**config.mk**
```make
export PLATFORM = sky130hd
export DESIGN_NAME = prach_hb_sched
export DESIGN_NICKNAME = d
export VERILOG_FILES = /design/src/rtl/prach_pkg.sv /design/src/rtl/prach_sdp_ram.sv /design/src/rtl/prach_hb_sched.sv
export SDC_FILE = /design/constraint.sdc
export NUM_CORES = 1
export LEC_CHECK = 0
export ABC_AREA = 1
export CORE_ASPECT_RATIO = 1.1
export CORE_UTILIZATION = 30
export CTS_CLUSTER_DIAMETER = 30
export DETAILED_ROUTE_END_ITERATION = 16
export MAX_ROUTING_LAYER = met4
export PLACE_DENSITY = 0.55
export SLEW_MARGIN = 10
export SYNTH_ARGS = -nofsm -noshare
export SYNTH_HDL_FRONTEND = slang
export SYNTH_SLANG_ARGS = --single-unit
```
**constraint.sdc**
```tcl
create_clock -name clk -period 2.9 [get_ports clk]
set_input_delay 0.58 -clock clk [delete_from_list [all_inputs] [get_ports clk]]
set_output_delay 0.58 -clock clk [all_outputs]
set_load 0.02 [all_outputs]
```
**src/rtl/prach_pkg.sv**
```systemverilog
// prach_pkg
// Shared definitions for the PRACH half-band input scheduler slice.
//   NumChannelUsed : TDM channels carried per sample period
//   DATA_W         : sample width
//   CHN_W          : channel index width
//   sched_state_t  : channel-sequence supervisor state
package prach_pkg;

    localparam int NumChannelUsed = 48;
    localparam int DATA_W         = 16;
    localparam int CHN_W          = 8;

    // HUNT waits for a sync on channel 0; RUN follows the round-robin sequence
    typedef enum logic {
        HUNT = 1'b0,
        RUN  = 1'b1
    } sched_state_t;

endpackage

```
**src/rtl/prach_sdp_ram.sv**
```systemverilog
// prach_sdp_ram
// Simple dual-port RAM holding one even-phase sample per channel.
// Registered read with one cycle of latency; contents are never reset.
// Ports:
//   clk     : clock
//   wr_en   : write enable
//   wr_addr : write address (channel index)
//   wr_data : write data
//   rd_addr : read address (channel index)
//   rd_data : registered read data, valid the cycle after rd_addr
module prach_sdp_ram
    import prach_pkg::*;
#(
    parameter int DEPTH  = NumChannelUsed,
    parameter int WIDTH  = DATA_W,
    parameter int ADDR_W = (DEPTH > 1) ? $clog2(DEPTH) : 1
) (
    input  logic              clk,
    input  logic              wr_en,
    input  logic [ADDR_W-1:0] wr_addr,
    input  logic [WIDTH-1:0]  wr_data,
    input  logic [ADDR_W-1:0] rd_addr,
    output logic [WIDTH-1:0]  rd_data
);

    logic [WIDTH-1:0] mem [DEPTH];

    // Storage array and read register; no reset so this maps onto block RAM
    always_ff @(posedge clk) begin
        if (wr_en) begin
            mem[wr_addr] <= wr_data;
        end
        rd_data <= mem[rd_addr];
    end

endmodule

```
**src/rtl/prach_hb_sched.sv**
```systemverilog
// prach_hb_sched
// Polyphase input scheduler for a TDM half-band decimator stage.
// Channels arrive round-robin 0..NUM_CHN-1 per sample period. The even-phase
// sample of each channel is parked in a RAM; on the matching odd-phase sample
// the stored (earlier) and current (later) samples are issued as a pair.
// The channel sequence is supervised: input is dropped while out of lock and
// sequence errors raise a sticky flag.
// Ports:
//   clk, rst_n        : clock, synchronous active-low reset
//   din_dq/dv/chn     : input sample, valid, channel index
//   sync_in           : frame start (channel 0, even phase), qualified by din_dv
//   dout_dp1/dp2      : even (earlier) / odd (later) sample of the pair
//   dout_dv/chn       : pair valid pulse / pair channel
//   sync_out          : first pair after a sync-qualified restart
//   err_seq, err_clr  : sticky sequence error and its clear
module prach_hb_sched
    import prach_pkg::*;
#(
    parameter int NUM_CHN = NumChannelUsed,
    parameter int CHN_W   = prach_pkg::CHN_W,
    parameter int DATA_W  = prach_pkg::DATA_W
) (
    input  logic              clk,
    input  logic              rst_n,
    input  logic [DATA_W-1:0] din_dq,
    input  logic              din_dv,
    input  logic [CHN_W-1:0]  din_chn,
    input  logic              sync_in,
    output logic [DATA_W-1:0] dout_dp1,
    output logic [DATA_W-1:0] dout_dp2,
    output logic              dout_dv,
    output logic [CHN_W-1:0]  dout_chn,
    output logic              sync_out,
    output logic              err_seq,
    input  logic              err_clr
);

    localparam int               ADDR_W   = (NUM_CHN > 1) ? $clog2(NUM_CHN) : 1;
    localparam logic [CHN_W-1:0] LAST_CHN = CHN_W'(NUM_CHN - 1);

    sched_state_t      state;
    logic [CHN_W-1:0]  exp_chn;
    logic              phase;
    logic              pending_sync;

    logic              restart;
    logic              in_seq;
    logic              mismatch;
    logic              hunt_err;
    logic              ram_we;
    logic              emit;
    logic              first_pair;

    logic              s1_vld;
    logic              s1_sync;
    logic [CHN_W-1:0]  s1_chn;
    logic [DATA_W-1:0] s1_dq;
    logic [DATA_W-1:0] ram_rdata;

    // A qualified sync on channel 0 restarts the sequence from any state and
    // makes the current sample the even half. Any other sync, or a channel
    // out of order while running, loses lock.
    assign restart    = din_dv && sync_in && (din_chn == '0);
    assign in_seq     = din_dv && (state == RUN) && !sync_in && (din_chn == exp_chn);
    assign mismatch   = din_dv && (state == RUN) && !restart && !in_seq;
    assign hunt_err   = din_dv && (state == HUNT) && sync_in && (din_chn != '0);
    assign ram_we     = restart || (in_seq && !phase);
    assign emit       = in_seq && phase;
    assign first_pair = emit && pending_sync && (din_chn == '0);

    prach_sdp_ram #(
        .DEPTH  (NUM_CHN),
        .WIDTH  (DATA_W),
        .ADDR_W (ADDR_W)
    ) u_ram (
        .clk     (clk),
        .wr_en   (ram_we),
        .wr_addr (din_chn[ADDR_W-1:0]),
        .wr_data (din_dq),
        .rd_addr (din_chn[ADDR_W-1:0]),
        .rd_data (ram_rdata)
    );

    // Sequence supervisor: tracks expected channel and phase, toggling the
    // phase each time the channel index wraps. Only accepted samples advance it.
    always_ff @(posedge clk) begin
        if (!rst_n) begin
            state        <= HUNT;
            exp_chn      <= '0;
            phase        <= 1'b0;
            pending_sync <= 1'b0;
        end else if (restart) begin
            state        <= RUN;
            exp_chn      <= CHN_W'(1);
            phase        <= 1'b0;
            pending_sync <= 1'b1;
        end else if (mismatch) begin
            state        <= HUNT;
            exp_chn      <= '0;
            phase        <= 1'b0;
            pending_sync <= 1'b0;
        end else if (in_seq) begin
            if (exp_chn == LAST_CHN) begin
                exp_chn <= '0;
                phase   <= ~phase;
            end else begin
                exp_chn <= exp_chn + CHN_W'(1);
            end
            if (first_pair) begin
                pending_sync <= 1'b0;
            end
        end
    end

    // Sticky sequence error; a new error in the same cycle outranks a clear
    always_ff @(posedge clk) begin
        if (!rst_n) begin
            err_seq <= 1'b0;
        end else if (mismatch || hunt_err) begin
            err_seq <= 1'b1;
        end else if (err_clr) begin
            err_seq <= 1'b0;
        end
    end

    // Delay the odd sample and its tag by one cycle to line up with the RAM read
    always_ff @(posedge clk) begin
        if (!rst_n) begin
            s1_vld  <= 1'b0;
            s1_sync <= 1'b0;
            s1_chn  <= '0;
            s1_dq   <= '0;
        end else begin
            s1_vld  <= emit;
            s1_sync <= first_pair;
            s1_chn  <= din_chn;
            s1_dq   <= din_dq;
        end
    end

    // Output register: dv and sync pulse for one cycle, pair data holds
    always_ff @(posedge clk) begin
        if (!rst_n) begin
            dout_dv  <= 1'b0;
            sync_out <= 1'b0;
            dout_dp1 <= '0;
            dout_dp2 <= '0;
            dout_chn <= '0;
        end else begin
            dout_dv  <= s1_vld;
            sync_out <= s1_sync;
            if (s1_vld) begin
                dout_dp1 <= ram_rdata;
                dout_dp2 <= s1_dq;
                dout_chn <= s1_chn;
            end
        end
    end

endmodule

```
==> results by group, run 1 <==
Run status
  • Status: finished clean

Power and ir drop
  • Sw Share: 0.225
  • Net Switching: 7.71 mW
  • Combinational fraction of design power: 0.041
  • Peak VDD IR: 0.519 mV
  • Static leakage: 16.0 nW
  • Flop pwr share: 0.398
  • Internal power: 26.6 mW
  • Clk pwr share: 0.561
  • Power density over the cells: 787 nW/um^2

Routing
  • Mean routed wirelength per cell: 21.8 um
  • TritonRoute pass-1 iters: 5
  • Initial DRC count: 2283
  • Final ANT Viol Nets: 0
  • Vias/cell: 4.76
  • DRC Markers: 0
  • Via count: 22500
  • Final WL: 103000 um

Synth
  • Syn. warnings: 0
  • Cell variety after synth: 41
  • Ranking of synthesized cells by area: edfxtp_1 69%, nand2_1 10%, dfxtp_1 5.7%
  • FF+latch count, synth: 864
  • Mean Syn Cell Area: 12.0 um^2
  • Synthesized area: 33600 um^2
  • Net Count, Synth: 2820
  • Area leader, netlist: edfxtp_1
  • Synthesized instance count: 2790
  • Share of the synthesized area in the top cell type: 0.687
  • Register area share after synthesis: 0.745

STA
  • Tmin final: 2490 ps
  • Endpoints failing hold: 0
  • Unrepaired setup endpoints after global routing: no
  • Least-Margin Pin Slew: 895 ps
  • Share of the clock period used by the worst path after layout: 0.858
  • Clock Skews: 37.6 ps
  • FMAX: 402 MHz
  • Final WS setup: 412 ps
  • Slew margin rel.: 0.403
  • Max Slew Vio Count: 0
  • Final setup vio count: 0

Placed design
  • IO Port Bufs: 71
  • Post-DP HPWL: 66100 um
  • Gpl congestion: 0.905
  • Pre-CTS WS: -129 ps

Floorplanning
  • Rows: 128
  • Vert. Die Dim: 353 um
  • Die width: 321 um
  • Initial core utilization: 0.303
  • I/O Pins: 72
  • Die area: 113000 um^2
  • Total core area: 111000 um^2

Clock network
  • Root Buffer Master: clkbuf_16
  • Clock slew at reported path FFs: 50 ps
  • Htree depth: 4
  • Number of buffers created by CTS: 164
  • Hold-fix buffers at CTS: 0
  • Post-CTS sizing: 0
  • Worst skew pair latency: 760 ps
  • Max clock buf depth: 3
  • CTS Sinks: 864
  • Setup Fix Bufs, Post-CTS: 0
  • CTS tree: yes

Critical path
  • Crit path required time: 3340 ps
  • Critical Path Max Stage Delay: 470 ps
  • CP Cell Sequence: inv_1, nand2_2, nand2_1, nor2_1, nand2_1, nor2_1, nand2_1, nand2_4, buf_12, nand3_2, nor2_1, buf_12
  • CP Launch Type: flip-flop
  • Worst Path Max Fanout: 16
  • Delay-heaviest family, CP: simple AND/OR/NAND/NOR gates
  • CP Data Arrival Time: 2930 ps
  • Slowest stage cell, crit path: dfxtp_1
  • Worst path bufs/invs: 3
  • Critical Path Sink Type: flip-flop
  • FF-to-FF setup slack: 410 ps
  • Worst Setup Path Type: flip-flop to flip-flop

Cells and area
  • Fillcell total: 10500
  • # nets final: 3130
  • Final Core Density: 0.393
  • Most common cell after layout, fill and taps aside: nand2_1
  • Share of cells above drive strength 1: 0.172
  • Syn-to-layout area delta: 29.8%
  • Commonest cells after routing, fill and taps aside: 907 x nand2_1, 768 x edfxtp_1, 201 x nor2_1

Worst hold path
  • Hold crit path type: input port to flip-flop

Global route
  • Vias in the first global route: 22700
  • Total grt overflow: 0
  • Total track usage: 0.188
  • Pin count of the biggest net entering global routing: 56
  • First-pass GRT wire length: 150000 um
  • Initial antenna violation count: 3

Flow run
  • Max cap viols: 0
[cells in the mapped netlist, drive strengths merged]
cell and instances:
or2 23, nand2 915, o21a 4, xnor2 2
dfxtp 96, clkbuf 48, a211oi 6, a31oi 1
nor2 207, xor2 6, edfxtp 768, o211ai 6
a22oi 20, nand4 75, nor3b 1, inv 95
nor3 5, o21ai 108, nand3 135, o22ai 2
nand3b 7, a21oi 168, buf 91, ha 1
[per-layer routing]
layer,wire length (um),vias to the layer above,track usage
met5,0,-,-
met4,3080,0,0.0682
met3,6550,162,0.0325
met2,51400,860,0.310
met1,42200,11100,0.230
li1,-,10400,-
[power groups by stage]
stage / clock network [mW] / logic, mW / registers, mW
2_1_floorplan: 0 / 0.576 / 13.9
3_3_place_gp: 0 / 1.41 / 13.9
3_5_place_dp: 0 / 1.41 / 13.9
4_1_cts: 19.4 / 1.42 / 13.6
5_1_grt: 20.1 / 1.51 / 13.6
6_report: 19.2 / 1.41 / 13.6
[sequential cells by signal (all words and copies together) (netlist names)]
name	flops
sync_out	1
pending_sync	1
s1_vld	1
u_ram.mem	768
dout_chn	8
s1_dq	16
s1_sync	1
phase	1
s1_chn	8
state	1
exp_chn	8
u_ram.rd_data	16
dout_dp1	16
dout_dv	1
err_seq	1
dout_dp2	16
[path summary, 6_finish.rpt]
path / cells after the start / end / start
max: 12 / u_ram.mem[44][9] / exp_chn[2]
min: 1 / u_ram.mem[31][0] / din_dq[0]
max reg2reg: 12 / u_ram.mem[44][9] / exp_chn[2]
min reg2reg: 2 / sync_out / s1_sync
[cell type report]
type,count,area [um^2],share of cell area
antenna,2,5.00,0.000115
sequential,864,25000,0.574
inverter,95,362,0.00830
clock inverter,112,1390,0.0320
multi-input combinational,1692,7510,0.173
clock buffer,188,4340,0.0996
tap,1495,1870,0.0429
timing repair buffer,283,3080,0.0708
[cells by family (layout without fill, tap and decap cells)]
kind of cell,after synthesis,in the layout,synth area share
flops,864,864,0.745
fa+ha+maj,1,1,0.000373
xor+xnor,8,8,0.00231
compound gates,315,315,0.0498
other cells,0,2,0
simple gates,1368,1368,0.171
buf+inv,234,678,0.0318
[stage by stage]
stage	total power [mW]	cell area [um^2]	cells	TNS, ps	hold WS [ps]
after floorplan	14.4	33600	2790	0	390
after global placement	15.3	37800	4429	-32210	398
after detailed placement	15.3	37800	4429	-24630	399
after CTS	34.5	43500	4729	0	144
after global routing	35.2	43600	4731	0	161
final	34.3	43600	4731	0	192
(Power assumes the default switching activity.)
==> run 2, diff against run 1 <==
- CELL_PAD_IN_SITES_DETAIL_PLACEMENT: unset -> 0
- CELL_PAD_IN_SITES_GLOBAL_PLACEMENT: unset -> 1
- PLACE_DENSITY: 0.55 -> 0.62
==> run 2 against run 1 <==
  * Sequential share of layout area down 0.28 points
  * Routed wire length up 3.6%
  * Sequential power about the same
  * Highest routed layer unchanged
  * Clock skew down 11 ps
  * Largest cell class unchanged
  * Global-route usage up 0.74 points
  * Non-clock buffer count up 10
  * Worst setup slack worse by 25 ps
  * Critical endpoint is now u_ram.mem[24][12]
==> results by group, run 2 (synthesis results as in run 1) <==
Worst hold path
  • Worst Hold Depth: 3 (+2)
  • Hold endpoint: s1_dq[1]
  • Hold crit path type: input port to flip-flop
  • Hold_sp: rst_n

Floorplanning
  • Die width: 321 um (unchanged)
  • Total core area: 111000 um^2 (unchanged)
  • Vert. Die Dim: 353 um (unchanged)
  • Die area: 113000 um^2 (unchanged)
  • Rows: 128 (unchanged)
  • Initial core utilization: 0.303 (unchanged)
  • I/O Pins: 72 (unchanged)

Cells and area
  • Most common cell after layout, fill and taps aside: nand2_1
  • Antenna fix cells: 0 (-2)
  • # nets final: 3145 (+0.48%)
  • Syn-to-layout area delta: 30.5%
  • Final Core Density: 0.395 (+0.00195)
  • Commonest cells after routing, fill and taps aside: 907 x nand2_1, 768 x edfxtp_1, 193 x nor2_1
  • Post-Layout Inst Area: 43800 um^2 (+0.50%)
  • Biggest register: u_ram.mem
  • Share of cells above drive strength 1: 0.180 (+0.00777)
  • Largest register FFs: 768 (unchanged)

Routing
  • Final WL: 107000 um (+3.6%)
  • Via count: 22500 (+0.12%)
  • Final ANT Viol Nets: 0 (unchanged)
  • TritonRoute pass-1 iters: 5 (unchanged)
  • Vias/cell: 4.74 (-0.41%)
  • Mean routed wirelength per cell: 22.5 um (+3.0%)
  • DRC Markers: 0 (unchanged)
  • Initial DRC count: 1844 (-19%)

Clock network
  • Number of buffers created by CTS: 169 (+3.0%)
  • Htree depth: 4 (unchanged)
  • CTS tree: yes
  • Max clock buf depth: 3 (unchanged)
  • Hold-fix buffers at CTS: 0 (unchanged)
  • Post-CTS sizing: 0 (unchanged)
  • CTS Sinks: 864 (unchanged)
  • Root Buffer Master: clkbuf_16
  • Setup Fix Bufs, Post-CTS: 0 (unchanged)
  • Clock slew at reported path FFs: 50 ps (about the same)
  • Worst skew pair latency: 750 ps (about the same)

Critical path
  • CP Cell Sequence: inv_1, nand2_1, nand2_1, nor2_1, nand2_1, nor2_1, nand2_1, nand2_4, nand3_2, buf_4, nor2_1, buf_4
  • Worst path bufs/invs: 3 (unchanged)
  • Slowest stage cell, crit path: dfxtp_1
  • CP Data Arrival Time: 2940 ps (about the same)
  • Critical Path Sink Type: flip-flop
  • Cell count of the worst reg-to-reg path: 12 (unchanged)
  • R2r endpoint: u_ram.mem[24][12]
  • CP Launch Type: flip-flop
  • Most used cell, CP: nand2_1
  • RR Startpoint: exp_chn[3]
  • Critical Path Max Stage Delay: 440 ps (-30 ps)
  • Delay-heaviest family, CP: simple AND/OR/NAND/NOR gates
  • Crit path required time: 3330 ps (about the same)
  • Worst Path Max Fanout: 12 (-4)
  • FF-to-FF setup slack: 390 ps (-20 ps)
  • Worst Setup Path Type: flip-flop to flip-flop

Power and ir drop
  • Static leakage: 16.2 nW (+1.1%)
  • Peak VDD IR: 0.439 mV (-15%)
  • Total power: 35.1 mW (+2.5%)
  • Power density over the cells: 803 nW/um^2 (+2.0%)

STA
  • Endpoints failing hold: 0 (unchanged)
  • Final setup vio count: 0 (unchanged)
  • Least-Margin Pin Slew: 866 ps (-29.2 ps)
  • Setup TNS: 0 ps (unchanged)
  • Tmin final: 2510 ps (+24.5 ps)
  • Max Slew Vio Count: 0 (unchanged)
  • Slew margin rel.: 0.423 (+0.0195)
  • Share of the clock period used by the worst path after layout: 0.866 (+0.00845)
  • Unrepaired setup endpoints after global routing: no
  • Clock Skews: 26.5 ps (-11.1 ps)
  • FMAX: 398 MHz (-0.98%)

Placed design
  • Gpl congestion: 0.916 (+1.2%)
  • Dpl cell area: 37800 um^2 (about the same)
  • Post-DP HPWL: 68500 um (+3.7%)
  • IO Port Bufs: 71 (unchanged)

Global route
  • First-pass GRT wire length: 155000 um (+3.3%)
  • Total track usage: 0.195 (+0.00739)
  • Pin count of the biggest net entering global routing: 54 (-3.6%)
  • Vias in the first global route: 22400 (-1.3%)
  • Total grt overflow: 0 (unchanged)
  • Initial antenna violation count: 1 (-2)

Flow run
  • Max cap viols: 0 (unchanged)

Run status
  • Status: finished clean
[run 2: where the power goes]
part           switching (mW)  internal (mW)  leakage [nW]
combinational            1.05          0.388          5.64
sequential             0.0343           13.6          7.68
clock                    6.66           13.4          2.88
total                    7.75           27.4          16.2
[run 2: worst max path at each step]
stage | startpoint | to | slack (ps) | depth (start not counted)
finish | exp_chn[3] | u_ram.mem[24][12] | 390 | 12
global placement | din_chn[3] | u_ram.mem[24][13] | -180 | 13
floorplan | din_chn[1] | u_ram.mem[15][0] | 170 | 11
global route | exp_chn[3] | u_ram.mem[24][12] | 260 | 12
CTS | exp_chn[3] | u_ram.mem[12][0] | 430 | 13
detailed placement | din_chn[3] | u_ram.mem[44][9] | -160 | 14
[run 2: layer usage]
layer,track usage,share of wire,wire length (um)
met4,0.0668,0.026,2830
met3,0.0306,0.059,6280
met1,0.249,0.42,45400
met2,0.316,0.49,52400
met5,-,0,0
[run 2: metrics by stage]
| stage | hold slack [ps] | worst slack [ps] | cells |
|---|---|---|---|
| floorplan | 390 | 169 | 2790 |
| global placement | 409 | -184 | 4439 |
| detailed placement | 401 | -158 | 4439 |
| CTS | 315 | 435 | 4756 |
| global route | 333 | 262 | 4756 |
| finish | 338 | 387 | 4756 |
[run 2: area by class of cell]
| type | instances | area [um^2] |
|---|---|---|
| clock buffers | 192 | 4430 |
| clock inverters | 125 | 1540 |
| fillers | 10600 | 67100 |
| inverters | 95 | 362 |
| multi-input cells | 1692 | 7530 |
| flip-flops and latches | 864 | 25000 |
| well taps | 1495 | 1870 |
| repair buffers | 293 | 3050 |
[run 2: worst min-delay path: cells and delay by family]
kind | cells | cell delay [ps]
buffers and inverters | 2 | 320
and+or+nand+nor | 1 | 120
==> run 3, diff against run 2 <==
- CELL_PAD_IN_SITES_DETAIL_PLACEMENT: 0 -> unset
- CELL_PAD_IN_SITES_GLOBAL_PLACEMENT: 1 -> unset
- GPL_ROUTABILITY_DRIVEN: unset -> 0
- PLACE_DENSITY: 0.62 -> 0.55
- SETUP_SLACK_MARGIN: unset -> 0.2
==> run 3 against run 2 <==
  * Routed wire length fell by 2.8%
  * First-iteration DRC count is 35% higher
  * Via count is 0.27% higher
  * Clock skew rose by 17 ps
  * Sequential share of layout area rose by 1.0 points
  * Hold slack worse by 210 ps
  * Clock power down 3%
  * Register-to-register slack gained 100 ps
  * Non-clock buffer count down 51
  * Critical endpoint is now u_ram.mem[1][0]
  * Largest power group unchanged
==> results by group, run 3 (synthesis results as in run 1) <==
Floorplanning
  • I/O Pins: 72 (unchanged)
  • Initial core utilization: 0.303 (unchanged)
  • Total core area: 111000 um^2 (unchanged)
  • Die area: 113000 um^2 (unchanged)
  • Die width: 321 um (unchanged)
  • Rows: 128 (unchanged)
  • Vert. Die Dim: 353 um (unchanged)

Clock network
  • Post-CTS sizing: 0 (unchanged)
  • Setup Fix Bufs, Post-CTS: 0 (unchanged)
  • CTS tree: yes
  • Htree depth: 4 (unchanged)
  • Clock slew at reported path FFs: 50 ps (about the same)
  • CTS Sinks: 864 (unchanged)
  • Root Buffer Master: clkbuf_16
  • Number of buffers created by CTS: 162 (-4.1%)
  • Max clock buf depth: 3 (unchanged)
  • Hold-fix buffers at CTS: 0 (unchanged)
  • Worst skew pair latency: 760 ps (about the same)

Placed design
  • Placed Cells: 4388 (-1.1%)
  • Dpl cell area: 37300 um^2 (-1.4%)
  • Post-DP HPWL: 63700 um (-7.1%)
  • Pre-CTS WS: -108 ps (+50.3 ps)
  • IO Port Bufs: 71 (unchanged)

Power and ir drop
  • Peak VDD IR: 0.459 mV (+4.4%)
  • Total power: 34.3 mW (-2.4%)
  • Static leakage: 15.8 nW (-2.7%)
  • Power density over the cells: 798 nW/um^2 (-0.63%)

STA
  • Endpoints failing hold: 0 (unchanged)
  • Least-Margin Pin Slew: 910 ps (+44.1 ps)
  • Max Slew Vio Count: 0 (unchanged)
  • Clock Skews: 44.0 ps (+17.5 ps)
  • Tmin final: 2410 ps (-105 ps)
  • Final setup vio count: 0 (unchanged)
  • WHS: 127 ps (-211 ps)
  • Setup TNS: 0 ps (unchanged)
  • Share of the clock period used by the worst path after layout: 0.830 (-0.0361)
  • Slew margin rel.: 0.393 (-0.0294)
  • FMAX: 415 MHz (+4.4%)
  • Unrepaired setup endpoints after global routing: no
  • Final WS setup: 492 ps (+105 ps)

Critical path
  • Cell count of the worst reg-to-reg path: 12 (unchanged)
  • Slowest stage cell, crit path: dfxtp_1
  • FF-to-FF setup slack: 490 ps (+100 ps)
  • RR Startpoint: exp_chn[3]
  • Worst Setup Path Type: flip-flop to flip-flop
  • Worst Path Max Fanout: 9 (-3)
  • CP Data Arrival Time: 2890 ps (-50 ps)
  • R2r endpoint: u_ram.mem[1][0]
  • Critical Path Max Stage Delay: 420 ps (-20 ps)
  • CP Launch Type: flip-flop
  • CP Cell Sequence: inv_1, nand2_1, nand2_1, nor2_1, nand2_1, nor2_1, nand2_1, nand2_4, buf_4, nand4_4, nor2_1, buf_4
  • Critical Path Sink Type: flip-flop
  • Most used cell, CP: nand2_1
  • Critical path capture point: u_ram.mem[1][0]
  • Crit path required time: 3380 ps (+50 ps)
  • CP startpoint: exp_chn[3]

Routing
  • Vias/cell: 4.82 (+1.7%)
  • Initial DRC count: 2486 (+35%)
  • Final ANT Viol Nets: 0 (unchanged)
  • Top sig layer: met4
  • Routed length on met1: 42500 um (-6.4%)
  • Final WL: 104000 um (-2.8%)
  • TritonRoute pass-1 iters: 5 (unchanged)
  • Met3 wire len: 7310 um (+16%)
  • Via count: 22600 (+0.27%)
  • DRC Markers: 0 (unchanged)
  • Met2 WL: 50800 um (-3.2%)
  • Mean routed wirelength per cell: 22.2 um (-1.4%)

Cells and area
  • Count of non-filler cells in the finished layout: 4690 (-1.4%)
  • Share of cells above drive strength 1: 0.163 (-0.0175)
  • # nets final: 3087 (-1.8%)
  • Commonest cells after routing, fill and taps aside: 907 x nand2_1, 768 x edfxtp_1, 194 x nor2_1
  • Largest register FFs: 768 (unchanged)
  • Most common cell after layout, fill and taps aside: nand2_1
  • Final Core Density: 0.388 (-0.00684)
  • Post-Layout Inst Area: 43000 um^2 (-1.7%)
  • Syn-to-layout area delta: 28.2%
  • Biggest register: u_ram.mem

Worst hold path
  • Hold crit path type: input port to flip-flop

Global route
  • Vias in the first global route: 22300 (-0.34%)
  • First-pass GRT wire length: 151000 um (-2.7%)
  • Initial antenna violation count: 1 (unchanged)
  • Total grt overflow: 0 (unchanged)
  • Pin count of the biggest net entering global routing: 81 (+50%)
  • Total track usage: 0.189 (-0.00649)

Flow run
  • Max cap viols: 0 (unchanged)

Run status
  • Status: finished clean
run 3: cell count changes in the layout (fill, tap and decap cells not counted), sizes merged:
cell	before	now
buf	241	190
clkbuf	193	179
inv	116	106
clkinv	62	67
clkinvlp	16	20
bufinv	26	24
diode	0	2
run 3: area by class of cell:
cell class              count  area, um^2
diodes                      2        5.00
repair buffers            242        2510
inverters                  95         362
flip-flops and latches    864       25000
clock buffers             178        4140
well taps                1495        1870
fillers                 10600       67800
clock inverters           122        1610
multi-input cells        1692        7530
run 3: how the worst min path moves through the flow:
stage                        to  slack, ps  depth (start not counted)  startpoint
6_report               s1_dq[1]        130                          3   din_dq[1]
5_1_grt        u_ram.mem[36][1]        110                          1   din_dq[1]
3_3_place_gp           sync_out        400                          2     s1_sync
3_5_place_dp           sync_out        400                          2     s1_sync
4_1_cts                s1_dq[1]         80                          3   din_dq[1]
2_1_floorplan          sync_out        390                          2     s1_sync
run 3: critical path, delay by kind of cell (launching register included):
family | cells | cell delay, ps
flip-flops | 1 | 420
AND/OR/NAND/NOR | 9 | 1210
buffers and inverters | 3 | 500
run 3: per-layer routing:
layer,vias to the layer above,GRT usage
met4,0,0.0732
met1,11100,0.237
met2,1014,0.305
met3,198,0.0302
met5,-,-
li1,10300,-
run 3: where the power goes:
| group | internal (mW) | leakage [nW] | total (mW) | switching [mW] |
|---|---|---|---|---|
| Combinational | 0.331 | 5.34 | 1.34 | 1.01 |
| Clock | 12.6 | 2.73 | 19.3 | 6.71 |
| Sequential | 13.6 | 7.68 | 13.6 | 0.0367 |
